File: src/rtl/fp32_pkg.sv
// fp32_pkg: shared widths, binary32 field constants and the packed result
// type for the single-precision add/sub datapath.
package fp32_pkg;

  localparam int EXP_W   = 8;
  localparam int FRAC_W  = 23;
  localparam int SUM_W   = FRAC_W + 10;  // pre-shifted sum width (33)
  localparam int SHIFT_W = 5;
  localparam int E_W     = EXP_W + 2;    // signed working exponent width

  localparam logic [EXP_W-1:0] EXP_MAX = 8'hFF;
  localparam logic [31:0]      QNAN    = 32'h7FC0_0000;
  localparam logic [31:0]      ZERO    = 32'h0000_0000;

  typedef struct packed {
    logic              sign;
    logic [EXP_W-1:0]  exp;
    logic [FRAC_W-1:0] frac;
  } fp32_t;

endpackage

File: src/rtl/fp_rne_round.sv
// fp_rne_round: combinational round-to-nearest-even of a normalized fraction.
// Ports:
//   frac : stored fraction bits (hidden bit excluded); frac[0] is the L bit
//   g/r/s: guard, round and sticky bits below the fraction
//   e1   : signed exponent before rounding
//   f    : rounded fraction (zero when rounding carries out)
//   e2   : exponent after rounding (e1 + 1 on carry-out)
module fp_rne_round
  import fp32_pkg::*;
(
  input  logic                    [FRAC_W-1:0] frac,
  input  logic                                 g,
  input  logic                                 r,
  input  logic                                 s,
  input  logic signed             [E_W-1:0]    e1,
  output logic                    [FRAC_W-1:0] f,
  output logic signed             [E_W-1:0]    e2
);

  localparam logic signed [E_W-1:0] E_ONE = 1;

  logic              inc;
  logic [FRAC_W:0]   sum;

  // Round up above half, or exactly half when the kept LSB is odd.
  assign inc = g & (r | s | frac[0]);
  assign sum = {1'b0, frac} + {{FRAC_W{1'b0}}, inc};

  // A carry-out only happens when frac was all ones, so the low bits of sum
  // are already zero and the significand becomes 1.0 at the next exponent.
  assign f  = sum[FRAC_W-1:0];
  assign e2 = sum[FRAC_W] ? (e1 + E_ONE) : e1;

endmodule

File: src/rtl/fpaddsub_c_32.sv
// fpaddsub_c_32: final normalize / round / pack stage of the binary32
// add/sub datapath, as a 2-stage valid/ready pipeline.
// Ports:
//   clk, rst_n          : clock (rising edge), asynchronous active-low reset
//   in_valid / in_ready : input beat handshake
//   SumS_5              : sum after the coarse 16|0 shift (hidden bit at MSB)
//   Shift               : total normalization shift (0..26)
//   Emax                : biased exponent of the larger operand
//   PSgn, Opr           : result sign, effective operation (1 = subtract)
//   out_valid/out_ready : result handshake; outputs hold while stalled
//   Result, Ovf, Unf    : packed binary32 result and range flags
module fpaddsub_c_32 #(
  parameter int EXP_W  = fp32_pkg::EXP_W,
  parameter int FRAC_W = fp32_pkg::FRAC_W,
  parameter int BIAS   = 127
) (
  input  logic                    clk,
  input  logic                    rst_n,
  input  logic                    in_valid,
  output logic                    in_ready,
  input  logic [FRAC_W+9:0]       SumS_5,
  input  logic [4:0]              Shift,
  input  logic [EXP_W-1:0]        Emax,
  input  logic                    PSgn,
  input  logic                    Opr,
  output logic                    out_valid,
  input  logic                    out_ready,
  output logic [EXP_W+FRAC_W:0]   Result,
  output logic                    Ovf,
  output logic                    Unf
);

  import fp32_pkg::*;

  // Bits of the normalized sum below the hidden bit: fraction + G/R/S.
  localparam int N_W = FRAC_W + 9;
  localparam logic signed [E_W-1:0] E_OVF  = E_W'(2 * BIAS + 1);
  localparam logic signed [E_W-1:0] E_ZERO = '0;

  // Handshake
  logic s1_valid_reg;
  logic s2_valid_reg;
  logic s1_en;
  logic s2_en;

  assign s2_en     = !s2_valid_reg | out_ready;
  assign s1_en     = !s1_valid_reg | s2_en;
  assign in_ready  = s1_en;
  assign out_valid = s2_valid_reg;

  // Stage 1: residual shift and exponent adjust
  logic                    shift_ok;
  logic [4:0]              shift_eff;
  logic [3:0]              res_sh;
  logic [N_W-1:0]          lvl [0:4];
  logic signed [E_W-1:0]   e1_next;
  logic                    z_next;

  // Out-of-range shift amounts are treated as no shift at all.
  assign shift_ok  = (Shift <= 5'd26);
  assign shift_eff = shift_ok ? Shift : 5'd0;
  assign res_sh    = shift_eff[3:0];

  // The hidden bit (SumS_5 MSB) always lands at or above the fraction window,
  // so only the lower N_W bits need to pass through the barrel.
  assign lvl[0] = SumS_5[N_W-1:0];

  for (genvar gi = 0; gi < 4; gi++) begin : g_barrel
    localparam int AMT = 8 >> gi;
    assign lvl[gi+1] = res_sh[3-gi] ? (lvl[gi] << AMT) : lvl[gi];
  end

  assign e1_next = $signed(E_W'(Emax) + E_W'(1) - E_W'(shift_eff));
  assign z_next  = (Shift == 5'd26) || (SumS_5 == '0);

  logic [N_W-1:0]          n_reg;
  logic signed [E_W-1:0]   e1_reg;
  logic                    z_reg;
  logic                    sgn_reg;
  logic                    opr_reg;

  always_ff @(posedge clk or negedge rst_n) begin
    if (!rst_n) begin
      s1_valid_reg <= 1'b0;
      n_reg        <= '0;
      e1_reg       <= '0;
      z_reg        <= 1'b0;
      sgn_reg      <= 1'b0;
      opr_reg      <= 1'b0;
    end else if (s1_en) begin
      s1_valid_reg <= in_valid;
      if (in_valid) begin
        n_reg   <= lvl[4];
        e1_reg  <= e1_next;
        z_reg   <= z_next;
        sgn_reg <= PSgn;
        opr_reg <= Opr;
      end
    end
  end

  // Stage 2: round and pack
  logic [FRAC_W-1:0]       f_rnd;
  logic signed [E_W-1:0]   e2;

  fp_rne_round u_round (
    .frac (n_reg[N_W-1:9]),
    .g    (n_reg[8]),
    .r    (n_reg[7]),
    .s    (|n_reg[6:0]),
    .e1   (e1_reg),
    .f    (f_rnd),
    .e2   (e2)
  );

  fp32_t res_next;
  logic  ovf_next;
  logic  unf_next;

  always_comb begin
    res_next = '{sign: sgn_reg, exp: e2[EXP_W-1:0], frac: f_rnd};
    ovf_next = 1'b0;
    unf_next = 1'b0;
    if (z_reg) begin
      // Exact cancellation under subtraction yields +0.
      res_next      = ZERO;
      res_next.sign = opr_reg ? 1'b0 : sgn_reg;
    end else if (e2 >= E_OVF) begin
      res_next = '{sign: sgn_reg, exp: EXP_MAX, frac: '0};
      ovf_next = 1'b1;
    end else if (e2 <= E_ZERO) begin
      // Denormal range is flushed to signed zero.
      res_next      = ZERO;
      res_next.sign = sgn_reg;
      unf_next      = 1'b1;
    end
  end

  fp32_t result_reg;
  logic  ovf_reg;
  logic  unf_reg;

  always_ff @(posedge clk or negedge rst_n) begin
    if (!rst_n) begin
      s2_valid_reg <= 1'b0;
      result_reg   <= ZERO;
      ovf_reg      <= 1'b0;
      unf_reg      <= 1'b0;
    end else if (s2_en) begin
      s2_valid_reg <= s1_valid_reg;
      if (s1_valid_reg) begin
        result_reg <= res_next;
        ovf_reg    <= ovf_next;
        unf_reg    <= unf_next;
      end
    end
  end

  assign Result = result_reg;
  assign Ovf    = ovf_reg;
  assign Unf    = unf_reg;

endmodule

File: config.mk
export PLATFORM = sky130hd
export DESIGN_NAME = fpaddsub_c_32
export DESIGN_NICKNAME = d
export VERILOG_FILES = /design/src/rtl/fp32_pkg.sv /design/src/rtl/fp_rne_round.sv /design/src/rtl/fpaddsub_c_32.sv
export SDC_FILE = /design/constraint.sdc
export NUM_CORES = 1
export LEC_CHECK = 0
export ABC_AREA = 1
export CAP_MARGIN = 0
export CORE_MARGIN = 2
export CORE_UTILIZATION = 35
export CTS_BUF_LIST = sky130_fd_sc_hd__clkbuf_8
export CTS_CLUSTER_SIZE = 25
export DETAILED_ROUTE_END_ITERATION = 10
export GPL_TIMING_DRIVEN = 0
export SLEW_MARGIN = 15
export SYNTH_ARGS = -nofsm -noshare
export SYNTH_HDL_FRONTEND = slang
export SYNTH_SLANG_ARGS = --single-unit
File: constraint.sdc
create_clock -name clk -period 3.25 [get_ports clk]
set_input_delay 0.65 -clock clk [delete_from_list [all_inputs] [get_ports clk]]
set_output_delay 0.65 -clock clk [all_outputs]
set_load 0.02 [all_outputs]
==> results of run 1 <==
-- power by group through the flow --
stage	Clock [uW]	Sequential [uW]	Combinational, uW
floorplan	0	1620	791
global placement	0	1480	1540
detailed placement	0	1490	1560
CTS	869	1470	1560
global route	912	1510	1760
finish	847	1470	1560
-- worst register-to-register path, stage by stage (launching register included) --
cell and delay [ns]:
dfrtp_1 0.39, nand3_1 0.22, nand2_1 0.20, clkbuf_1 0.44, inv_1 0.19, clkbuf_1 0.30, o21ai_0 0.26, o21ai_0 0.15
-- cell usage in the layout, fill, tap and decap left out, types with 13 or more instances in the layout --
cell,n
o21ai_0,57
clkbuf_1,27
o211ai_1,16
nand2_2,14
nor2_1,49
nand3_1,132
ha_1,16
nor2_2,13
inv_1,76
nand2_1,286
dfrtp_1,81
clkdlybuf4s50_1,86
or2_2,15
-- worst max path at each step --
stage | end | cells after the start
2_1_floorplan | e1_reg[9]$_DFFE_PN0P_ | 17
3_3_place_gp | Result[21]$_DFFE_PN0P_ | 1
3_5_place_dp | e1_reg[9]$_DFFE_PN0P_ | 15
4_1_cts | e1_reg[9]$_DFFE_PN0P_ | 18
5_1_grt | e1_reg[9]$_DFFE_PN0P_ | 18
6_report | e1_reg[6]$_DFFE_PN0P_ | 15
-- cell families after synthesis --
logic type               count (synthesis)  synth area share, %
AO/OA/AOI/OAI                           97                 9.60
XOR/XNOR                                16                 2.37
adder cells (fa/ha/maj)                 17                 3.73
buffers and inverters                  121                 8.22
flip-flops                              81                 34.3
multiplexers                             2                0.339
AND/OR/NAND/NOR                        548                 41.4
-- final cells by class --
type	instances	area (sq um)	share of cell area, %
clock inverter	5	78.8	1.07
multi-input combinational	680	3420	46.3
sequential	81	2030	27.5
buffer	33	166	2.26
clock buffer	11	151	2.05
timing repair buffer	93	933	12.7
inverter	86	327	4.43
tap	220	275	3.73
-- per-layer routing --
| layer | global-route usage, % | up-vias | wire, microns |
|---|---|---|---|
| met5 | 0 | - | 0 |
| met3 | 2.23 | 13 | 554 |
| met2 | 28.5 | 124 | 6880 |
| li1 | - | 3103 | - |
| met4 | 6.09 | 0 | 235 |
| met1 | 27.8 | 2624 | 8400 |
-- what timing repair did --
item / in CTS / in global routing
setup buffers: 0 / 5
pin swaps: 0 / 2
hold buffers: 0 / 0
setup endpoints to repair: 4 / 4
resized for setup: 7 / 9
-- metrics by stage --
stage	hold WS (ns)	TNS, ns	utilization [%]	instance area [sq um]
2_1_floorplan	0.354	0	-	5900
3_3_place_gp	0.463	-121.50	42.7	7050
3_5_place_dp	0.464	-3.61	42.8	7080
4_1_cts	0.234	0	44.3	7320
5_1_grt	0.264	-0.00210	44.6	7380
6_report	0.230	0	44.6	7380
==> run_results.csv, run 1 <==
group,metric,value,unit
run_status,status,"finished, final reports clean",
critical_path,cp-start-kind,"input port",
grt,grt_pass1_vias,5511,
pwr,fin_total_pwr,3880,uW
floorplanning,die-area,0.0179,sq mm
clocking,numCtsBuffers,9,
critical_path,crit_path_end_kind,"flip-flop",
synthesis,synth_nets,951,
grt,antenna_found_initial,0,
detailed_routing,drc,0,
detailed_routing,drt_iter0_markers,328,
grt,grt-ovfl-total,0,
worst_hold_path,hold_class,"input port to async pin",
place,hpwl,13.0,mm
synthesis,synth_cells,882,
layout,area_delta_synth_final,24.9,%
critical_path,cp_common_cell,"nand2_1",
pwr,swShare,38.3,%
pwr,p_leak,0.00351,uW
clocking,cts.sinks,81,
flow_run,cap_violations,0,
synthesis,syn_area_per_cell,6.69,sq um
timing,finalHoldViolations,0,
critical_path,cp_slowest_cell,"clkdlybuf4s50_1",
floorplanning,top_level_ports,88,
synthesis,ys.flop_type,"dfrtp_1",
timing,worst_slew_pin_slew,0.719,ns
synthesis,synthTopCellsByCount,"nand2_1 (288), nand3_1 (132), dfrtp_1 (81)",
detailed_routing,routed_via_density,4.85,
critical_path,startpoint,"Shift[3]",
timing,timing.final.crit_period,3.07,ns
clocking,clk_latency,0.37,ns
timing,slew_viol_final,0,
synthesis,yosysUniqueCellTypes,36,
critical_path,critical_path_class,"input port to flip-flop",
critical_path,cp_top_family,"buffers and inverters",
floorplanning,fp.dieW,134,microns
floorplanning,fp.dieH,134,microns
synthesis,yosysMostFrequentCell,"nand2_1",
synthesis,synth_top_area_share,34.3,%
synthesis,synth.largest_area_cell,"dfrtp_1",
pwr,intPower,2390,uW
critical_path,r2r-end,"z_reg$_DFFE_PN0P_",
critical_path,r2r_start,"out_valid$_DFFE_PN0P_",
clocking,clkTransAtPathRegs,0.09,ns
timing,setup_violations,0,
pwr,pwr-share-seq,37.9,%
pwr,clockPowerShare,21.8,%
pwr,p_comb_share,40.3,%
detailed_routing,antenna_left,0,
synthesis,synth_area,0.00590,sq mm
grt,track_usage,18.8,%
floorplanning,initial_utilization,35.7,%
timing,slew_headroom,51.9,%
synthesis,async_reset_ff_share,100,%
floorplanning,core,0.0165,sq mm
place,pre_cts_slack,-0.836,ns
critical_path,r2r_cells,7,
critical_path,reg2reg_slack,0.95,ns
clocking,cts_root_buf,"clkbuf_8",
detailed_routing,firstDrtPassIters,4,
clocking,clock_path_buffers,2,
synthesis,synth_edf_count,0,
critical_path,path_buf_inv,3,
floorplanning,row_count,47,
synthesis,yosysSeqAreaShare,34.3,%
synthesis,ys_ff_latch,81,
layout,stdcell_count,1209,
critical_path,crit_arrival,3.31,ns
layout,antenna-diode-count,0,
layout,nNetsFinal,1053,
clocking,cts_tree,"built",
layout,fillers,1755,
critical_path,crit_fanout,16,
pwr,powerDensity,526,mW/mm^2
synthesis,synth.area.top_cells,"dfrtp_1 (34%), nand2_1 (18%), nand3_1 (11%)",
layout,drive_above_1_share,9.10,%
place,gp_congestion,0.893,
timing,timing.fmax,0.326,GHz
detailed_routing,routedWlPerCell,13.3,microns
clocking,cts_htree_levels,3,
timing,layout_setup_ws,0.184,ns
timing,final.period_utilization,94.3,%
pwr,p_switching,1490,uW
critical_path,crit_chain,"clkdlybuf4s50_1 > nand2_1 > inv_2 > nand2_2 > nand2_2 > buf_2 > ha_1 > ha_1 > nand3_1 > nand3_1 > nand2_1 > nand2_1 > a21oi_1 > xor2_1 > o21ai_0",
place,dp_cells,1190,
critical_path,critical_path_required,3.49,ns
detailed_routing,via_count,5864,
grt,grt_max_degree,46,
timing,skew,0.0110,ns
grt,grt_pass1_wl,27.1,mm
detailed_routing,finalWirelength,16.1,mm
pwr,max-vdd-ir-drop,0.000241,V
critical_path,slowest_delay,0.49,ns
place,port_buffers,87,
synthesis,synth_warnings,0,
(Power assumes the default switching activity.)
==> run 2, diff against run 1 <==
Settings changed: CTS_BUF_LIST sky130_fd_sc_hd__clkbuf_8 to unset.
==> run 2 against run 1 <==
- register-to-register slack hardly changed
- largest cell class unchanged
- first-iteration DRC count shrank 15%
- largest power group unchanged
- sequential power is essentially flat
- global-route usage increased by 0.051 points
- design area rose by 1.4%
==> run_results.csv, run 2 (synthesis results as in run 1) <==
group,metric,value,unit
detailed_routing,firstDrtPassIters,5,
pwr,p_leak,0.00355,uW
grt,antenna_found_initial,0,
pwr,max-vdd-ir-drop,0.000298,V
layout,antenna-diode-count,0,
flow_run,cap_violations,0,
critical_path,crit_path_end_kind,"flip-flop",
pwr,intPower,2640,uW
clocking,cts_root_buf,"clkbuf_16",
clocking,cts.sinks,81,
clocking,clk_latency,0.35,ns
critical_path,critical_path_required,3.46,ns
place,hpwl,13.0,mm
critical_path,crit_arrival,3.27,ns
pwr,powerDensity,557,mW/mm^2
pwr,pwr-share-seq,35.4,%
pwr,p_comb_share,37.6,%
layout,nNetsFinal,1053,
detailed_routing,via_count,5871,
pwr,swShare,36.6,%
critical_path,crit_fanout,16,
clocking,cts_tree,"built",
timing,finalHoldViolations,0,
detailed_routing,drt_iter0_markers,280,
floorplanning,fp.dieH,134,microns
timing,slew_headroom,52.5,%
timing,finalSetupTns,0,ns
timing,setup_violations,0,
grt,grt_pass1_wl,27.2,mm
floorplanning,initial_utilization,35.7,%
timing,layout_setup_ws,0.194,ns
floorplanning,row_count,47,
timing,final.period_utilization,94.0,%
layout,area_delta_synth_final,26.7,%
layout,stdcell_count,1209,
clocking,cts_htree_levels,3,
grt,grt_max_degree,46,
timing,worst_slew_pin_slew,0.710,ns
grt,track_usage,18.8,%
detailed_routing,antenna_left,0,
floorplanning,core,0.0165,sq mm
place,port_buffers,87,
timing,holdWs,0.257,ns
layout,mostFrequentLayoutCells,"nand2_1 (286), nand3_1 (132), clkdlybuf4s50_1 (86)",
floorplanning,top_level_ports,88,
critical_path,critical_path_class,"input port to flip-flop",
pwr,clockPowerShare,27.1,%
floorplanning,fp.dieW,134,microns
clocking,clkTransAtPathRegs,0.06,ns
floorplanning,die-area,0.0179,sq mm
timing,timing.final.crit_period,3.06,ns
layout,layout_commonest_cell,"nand2_1",
layout,drive_above_1_share,9.10,%
grt,grt_pass1_vias,5526,
worst_hold_path,hold_class,"input port to async pin",
detailed_routing,routed_via_density,4.86,
critical_path,cp-start-kind,"input port",
grt,grt-ovfl-total,0,
place,pre_cts_slack,-0.836,ns
run_status,status,"finished, final reports clean",
clocking,clock_path_buffers,2,
timing,skew,0.00545,ns
place,dp_cells,1190,
timing,timing.fmax,0.327,GHz
place,gp_congestion,0.893,
timing,rsz0062_at_grt,"no",
detailed_routing,finalWirelength,16.1,mm
pwr,p_switching,1520,uW
detailed_routing,routedWlPerCell,13.3,microns
detailed_routing,drc,0,
timing,slew_viol_final,0,
clocking,numCtsBuffers,9,
-- run 2: cell types whose count changed in the layout (fill, tap and decap cells not counted), sizes merged --
cell,change
inv,-1
clkbuf,+2
buf,-1
-- run 2: worst paths after layout --
check | startpoint | slack [ns] | cells after the start | end
worst min-delay path | rst_n | 0.26 | 1 | n_reg[1]$_DFFE_PN0P_
min in group clk | Result[13]$_DFFE_PN0P_ | 0.48 | 2 | Result[13]$_DFFE_PN0P_
worst max register to register | out_valid$_DFFE_PN0P_ | 0.96 | 7 | z_reg$_DFFE_PN0P_
worst min register to register | Result[13]$_DFFE_PN0P_ | 0.48 | 2 | Result[13]$_DFFE_PN0P_
max in group asynchronous | rst_n | 2.39 | 2 | Result[27]$_DFFE_PN0P_
worst max-delay path | Shift[3] | 0.19 | 15 | e1_reg[6]$_DFFE_PN0P_
-- run 2: routing by layer --
layer | part of all wire, % | routed length [microns] | track usage [%] | vias up
met1 | 52 | 8330 | 27.7 | 2611
met2 | 43 | 6910 | 28.7 | 140
li1 | - | - | - | 3107
met4 | 1.2 | 197 | 5.38 | 0
met5 | 0 | 0 | 0 | -
met3 | 4.2 | 676 | 2.91 | 13
-- run 2: timing repair --
action                     CTS  global route
pin swaps                    1             2
resized for setup            9             9
hold buffers                 0             0
setup endpoints to repair    5             3
buffers inserted             0             5
-- run 2: layout make-up --
class                   count  area [sq um]
clock inverters             4          75.1
fillers                  1744          9040
multi-input cells         680          3420
well taps                 220           275
flip-flops and latches     81          2030
plain buffers              33           169
clock buffers              12           256
repair buffers             93           933
inverters                  86           327
-- run 2: per-stage QoR --
stage	power (uW)	util (%)	instance area [sq um]
finish	4160	45.3	7480
global route	4460	45.3	7480
CTS	4180	44.9	7430
detailed placement	3040	42.8	7080
global placement	3020	42.7	7050
floorplan	2410	-	5900
-- run 2: worst max-delay path: stages --
cell	delay (ns)
clkdlybuf4s50_1	0.49
nand2_1	0.08
inv_2	0.09
nand2_2	0.08
nand2_2	0.20
clkbuf_4	0.26
ha_1	0.25
ha_1	0.35
nand3_1	0.10
nand3_1	0.10
nand2_1	0.10
nand2_1	0.06
a21oi_1	0.15
xor2_1	0.19
o21ai_0	0.10
-- run 2: power by group through the flow --
stage | sequential [uW] | clock [uW] | combinational, uW
CTS | 1470 | 1150 | 1570
finish | 1470 | 1130 | 1560
detailed placement | 1490 | 0 | 1560
global placement | 1480 | 0 | 1540
floorplan | 1620 | 0 | 791
global route | 1510 | 1190 | 1760
==> run 3, diff against run 2 <==
Settings changed: SLEW_MARGIN 15 to unset.
==> results of run 3 <==
Same layout as run 2: the final DEF is identical, and so are final timing and power.
